**config.mk**
```make
export PLATFORM = sky130hd
export DESIGN_NAME = pwm_phase_ctrl
export DESIGN_NICKNAME = d
export VERILOG_FILES = /design/src/rtl/pwm_phase_ctrl.sv
export SDC_FILE = /design/constraint.sdc
export NUM_CORES = 1
export LEC_CHECK = 0
export CAP_MARGIN = 40
export CORE_AREA = 5 5 275 143
export CTS_CLUSTER_SIZE = 12
export DETAILED_ROUTE_END_ITERATION = 8
export DIE_AREA = 0 0 280 148
export MAX_ROUTING_LAYER = met4
export PLACE_DENSITY_LB_ADDON = 0.3
export SYNTH_ARGS = -nofsm -noshare
export SYNTH_HDL_FRONTEND = slang
export SYNTH_SLANG_ARGS = --single-unit
```
**constraint.sdc**
```tcl
create_clock -name clk -period 2.7 [get_ports clk]
set_input_delay 0.27 -clock clk [delete_from_list [all_inputs] [get_ports clk]]
set_output_delay 0.27 -clock clk [all_outputs]
set_load 0.05 [all_outputs]
```
**src/rtl/pwm_phase_ctrl.sv**
```systemverilog
// Phase/duty sequencer for a bank of PWM channels: shadow/active banks, master counter and realignment FSM.
// Optional readback of the active bank is enabled with `define PWM_PHASE_CTRL_RDBK_EN.
module pwm_phase_ctrl #(
  parameter int unsigned NUM_CH = 8,
  parameter int unsigned CW     = 11,
  parameter int unsigned PERIOD = 1250
) (
  input  logic                 clk,
  input  logic                 rst,
  input  logic                 en,
  input  logic                 wr_valid,
  output logic                 wr_ready,
  input  logic [7:0]           wr_ch,
  input  logic [CW-1:0]        wr_phase,
  input  logic [CW-1:0]        wr_duty,
  output logic                 wr_err,
  input  logic                 commit,
  output logic                 busy,
  output logic                 frame_start,
  output logic [NUM_CH-1:0]    pwm_rst,
  output logic [NUM_CH*CW-1:0] pwm_compare
`ifdef PWM_PHASE_CTRL_RDBK_EN
  ,
  input  logic [7:0]           rd_ch,
  output logic [CW-1:0]        rd_phase,
  output logic [CW-1:0]        rd_duty
`endif
);

  localparam int unsigned CH_W     = (NUM_CH > 1) ? $clog2(NUM_CH) : 1;
  localparam logic [CW-1:0] PER_V    = CW'(PERIOD);
  localparam logic [CW-1:0] DUTY_MAX = CW'(PERIOD + 1);
  localparam logic [7:0]    NUM_CH_V = 8'(NUM_CH);

  typedef enum logic [1:0] {IDLE, WAIT_WRAP, ALIGN, RUN} state_t;

  state_t               state, state_nxt;
  logic [CW-1:0]        ctr;
  logic [CW-1:0]        sh_phase [NUM_CH];
  logic [CW-1:0]        sh_duty  [NUM_CH];
  logic [CW-1:0]        sh_phase_nxt [NUM_CH];
  logic [CW-1:0]        sh_duty_nxt  [NUM_CH];
  logic [CW-1:0]        act_phase [NUM_CH];
  logic [CW-1:0]        act_duty  [NUM_CH];
  logic [NUM_CH-1:0]    rst_nxt;
  logic [NUM_CH*CW-1:0] cmp_nxt;
  logic [CH_W-1:0]      wr_idx;
  logic                 wr_fire, wr_in_range, at_wrap, copy;

  assign wr_ready    = (state == IDLE) || (state == RUN);
  assign busy        = (state == WAIT_WRAP) || (state == ALIGN);
  assign frame_start = (ctr == '0);
  assign at_wrap     = (ctr == PER_V);
  assign wr_fire     = wr_valid && wr_ready;
  assign wr_in_range = (wr_ch < NUM_CH_V);
  assign wr_idx      = wr_ch[CH_W-1:0];

  // Master period counter, free-running outside reset
  always_ff @(posedge clk) begin
    if (rst) ctr <= '0;
    else     ctr <= at_wrap ? '0 : ctr + CW'(1);
  end

  // Shadow bank after this cycle's write, so a same-cycle commit copies it
  always_comb begin
    sh_phase_nxt = sh_phase;
    sh_duty_nxt  = sh_duty;
    if (wr_fire && wr_in_range) begin
      sh_phase_nxt[wr_idx] = (wr_phase > PER_V)    ? PER_V    : wr_phase;
      sh_duty_nxt[wr_idx]  = (wr_duty  > DUTY_MAX) ? DUTY_MAX : wr_duty;
    end
  end

  // Next state and next per-channel reset/compare
  always_comb begin
    state_nxt = state;
    rst_nxt   = pwm_rst;
    copy      = 1'b0;
    cmp_nxt   = '0;
    case (state)
      IDLE: begin
        rst_nxt = '1;
        if (commit) state_nxt = WAIT_WRAP;
      end
      WAIT_WRAP: state_nxt = WAIT_WRAP;
      ALIGN: begin
        for (int unsigned i = 0; i < NUM_CH; i++)
          if (ctr == act_phase[i]) rst_nxt[i] = 1'b0;
        if (at_wrap) begin
          rst_nxt   = '0;
          state_nxt = RUN;
        end
      end
      RUN: begin
        rst_nxt = '0;
        if (commit) state_nxt = WAIT_WRAP;
      end
      default: state_nxt = IDLE;
    endcase
    // A pending commit lands at the wrap, including one raised in the wrap cycle itself
    if (state_nxt == WAIT_WRAP && at_wrap) begin
      copy      = 1'b1;
      rst_nxt   = '1;
      state_nxt = ALIGN;
    end
    if (!en) begin
      copy      = 1'b0;
      rst_nxt   = '1;
      state_nxt = IDLE;
    end
    // A copy always holds every channel, so the old active duty is safe to use here
    for (int unsigned i = 0; i < NUM_CH; i++)
      cmp_nxt[i*CW +: CW] = rst_nxt[i] ? '0 : act_duty[i];
  end

  always_ff @(posedge clk) begin
    if (rst) begin
      state       <= IDLE;
      pwm_rst     <= '1;
      pwm_compare <= '0;
      wr_err      <= 1'b0;
      for (int unsigned i = 0; i < NUM_CH; i++) begin
        sh_phase[i]  <= '0;
        sh_duty[i]   <= '0;
        act_phase[i] <= '0;
        act_duty[i]  <= '0;
      end
    end else begin
      state       <= state_nxt;
      pwm_rst     <= rst_nxt;
      pwm_compare <= cmp_nxt;
      wr_err      <= wr_fire && !wr_in_range;
      sh_phase    <= sh_phase_nxt;
      sh_duty     <= sh_duty_nxt;
      if (copy) begin
        act_phase <= sh_phase_nxt;
        act_duty  <= sh_duty_nxt;
      end
    end
  end

`ifdef PWM_PHASE_CTRL_RDBK_EN
  // Active-bank readback, out-of-range channels read as zero
  always_ff @(posedge clk) begin
    if (rst || !(rd_ch < NUM_CH_V)) begin
      rd_phase <= '0;
      rd_duty  <= '0;
    end else begin
      rd_phase <= act_phase[rd_ch[CH_W-1:0]];
      rd_duty  <= act_duty[rd_ch[CH_W-1:0]];
    end
  end
`endif

endmodule
```
==> out/metrics.yaml <==
clockBufferDepth: 3
cp_slowest_stage_delay_ns: 0.51
syn-instance-count: 1834
top_layer: "met4"
layout-drive-gt1-share_pct: 8.943
crit_arrival_ns: 3.18
synth_area_mm2: 0.01695
setup_ws_ns: 0.02787
cap_viol_max_count: 0
wl_met2_mm: 19.49
ys_warn_count: 0
num-nets-final: 2005
grt_pass1_vias: 12700
muxShareOfSynthArea_pct: 3.506
synth_simple_gate_area_share_pct: 19.70
io_pins: 135
wirelength_mm: 46.95
clock_sinks: 462
cts_tree: "done"
synthArstFlopShare_pct: 0
die_h_um: 148
crit_buf_inv: 2
fin_skew_ns: 0.01671
synth_top_family_by_area: "simple AND/OR/NAND/NOR gates"
setup.worst_path.start_class: "flop"
synthFlopType: "dfxtp_1"
relSlewSlack_pct: 35.14
synthAdderAreaFrac_pct: 0.5166
p_per_area_mw_per_mm2: 631.3
status: "finished clean"
final_common_cell: "dfxtp_1"
cts.clk_slew.worst_paths_ns: 0.06
start_util_pct: 46.24
hpwl_mm: 31.38
yosysSeqAreaShare_pct: 54.56
worstSetupPathType: "reg2reg"
first_pass_iters: 6
setup_viol: 0
final_cell_area_mm2: 0.02050
grt_pass1_wl_mm: 71.55
cp_max_fo: 8
cts-root-buf: "clkbuf_16"
coreArea_mm2: 0.03666
crit_family: "compound AO/OA/AOI/OAI gates"
via_per_inst: 5.428
gp_congestion: 0.8680
clock_latency_ns: 0.57
synth_compound_area_share_pct: 12.94
hp-class: "in2reg"
die_w_um: 280
drtIter0Drc: 1287
wl_met1_mm: 22.82
max_freq_ghz: 0.3742
cp.required_ns: 3.21
cp_cell_sequence: "inv_2, ha_2, or3b_4, a31o_4, a221o_4, a311oi_4, buf_6, and2_1"
p_leak_nw: 7.961
antenna_found_initial: 1
ir_drop_mv: 0.4988
finalMaxSlewViolations: 0
finalHoldViolCount: 0
drc: 0
wl_met3_mm: 3.865
h-tree-depth: 2
num_rows: 50
hold_buffers: 0
place_ws_ns: -0.09434
numPortBuffers: 134
postRouteAntennaNets: 0
final_cell_mix: "460 x dfxtp_1, 389 x nor2_1, 132 x clkdlybuf4s50_1"
numCtsBuffers: 44
die-area_mm2: 0.04144
grt_max_degree: 217
period_share_pct: 98.97
grt_remaining_overflow: 0
track_usage_pct: 22.26
avgRoutedWirePerCell_um: 19.06
synthXorXnorAreaFrac_pct: 5.011
num_vias: 13370
synthesis.nets: 1876
fillers: 3238
slowest_stage: "a221o_4"
worst_setup_path_end_kind: "flop"
syn_avg_cell_area_um2: 9.243
fin_crit_ns: 2.672
ys_types: 56
synth-edff-count: 0
dpl_cell_area_mm2: 0.01921
worst_pin_slew_ns: 0.9729
ys_seq_elements: 462
area_growth_pct: 20.93
==> final timing paths <==
| kind | startpoint | depth (start not counted) | slack, ns | end |
|---|---|---|---|---|
| worst max-delay path | state[1] | 8 | 0.03 | pwm_compare[65] |
| worst min-delay path | rst | 2 | 0.09 | sh_phase[85] |
| worst max register to register | state[1] | 8 | 0.03 | pwm_compare[65] |
| worst min register to register | act_duty[37] | 1 | 0.45 | pwm_compare[48] |
==> power by group <==
group | switching, mW | leakage, nW | internal [mW]
clock | 2.53 | 0.580 | 2.97
sequential | 0.0106 | 3.72 | 6.83
combinational | 0.405 | 3.66 | 0.198
total | 2.95 | 7.96 | 10.0
==> cells in the mapped netlist (6+ instances only) <==
master    instances  area share [%]
a211oi_1        107             4.7
a21oi_1         112             3.3
a311oi_1          9            0.47
and2_1          100             3.7
and3_1            7            0.26
buf_1            14            0.31
buf_2            14            0.41
clkbuf_1        116             2.6
dfxtp_1         462              55
ha_1              7            0.52
inv_1            17            0.38
mux2i_1          56             3.3
nand2_1          44            0.97
nand2b_1         51             1.9
nand3_1          30            0.89
nand3b_1         17            0.75
nor2_1          389             8.6
nor3_1           17            0.50
nor4_1           20            0.74
o211ai_1         22            0.97
o21ai_0          37             1.1
o22ai_1          16            0.59
o311ai_0          6            0.31
o31ai_1           6            0.27
o32ai_1           8            0.41
xor2_1           92             4.8
==> what timing repair did <==
action / in CTS / in global routing
gates cloned: 0 / 3
gates resized for setup: 3 / 20
setup endpoints to repair: 94 / 107
pin swaps: 0 / 4
buffers inserted: 0 / 1
==> stage by stage <==
| step | power (mW) | util, % | TNS (ns) | hold WS, ns | std cells |
|---|---|---|---|---|---|
| after global placement | 7.554 | 52.36 | -0.1463 | 0.4369 | 2405 |
| after floorplan | 7.286 | - | 0 | 0.4296 | 1834 |
| after detailed placement | 7.564 | 52.40 | -3.848 | 0.4393 | 2407 |
| final | 12.94 | 55.92 | 0 | 0.08743 | 2463 |
| after global routing | 13.31 | 55.92 | -0.01040 | 0.1069 | 2463 |
| after CTS | 12.98 | 55.68 | 0 | 0.06791 | 2458 |
==> metal layers <==
layer	vias to the layer above	global-route usage (%)
met2	471	31.87
met5	-	-
met4	0	4.547
met3	69	5.145
li1	6440	-
met1	6390	32.30
==> cells by family (layout without fill, tap and decap cells) <==
logic type / after synthesis / after routing
AND/OR/NAND/NOR: 705 / 706
XOR/XNOR: 97 / 97
flip-flops: 462 / 462
buffers and inverters: 164 / 297
adder cells (fa/ha/maj): 7 / 7
multiplexers: 59 / 59
other: 0 / 1
AO/OA/AOI/OAI: 340 / 340
==> sequential cells by signal, indices dropped and copies added, names as in the netlist <==
register,flops
pwm_compare,88
sh_duty,88
ctr,11
act_duty,88
act_phase,88
sh_phase,88
state,2
pwm_rst,8
wr_err,1
==> final cells by class <==
| type | instances | area, µm² | share of cell area (%) |
|---|---|---|---|
| antenna | 1 | 2.502 | 0.01221 |
| tap | 494 | 618.1 | 3.015 |
| timing repair buffer | 229 | 2222 | 10.84 |
| inverter | 17 | 63.81 | 0.3113 |
| clock buffer | 48 | 1136 | 5.542 |
| sequential | 462 | 9251 | 45.13 |
| multi-input combinational | 1209 | 7162 | 34.93 |
| clock inverter | 3 | 45.04 | 0.2197 |
No activity file was read; power rests on OpenSTA's default activity.
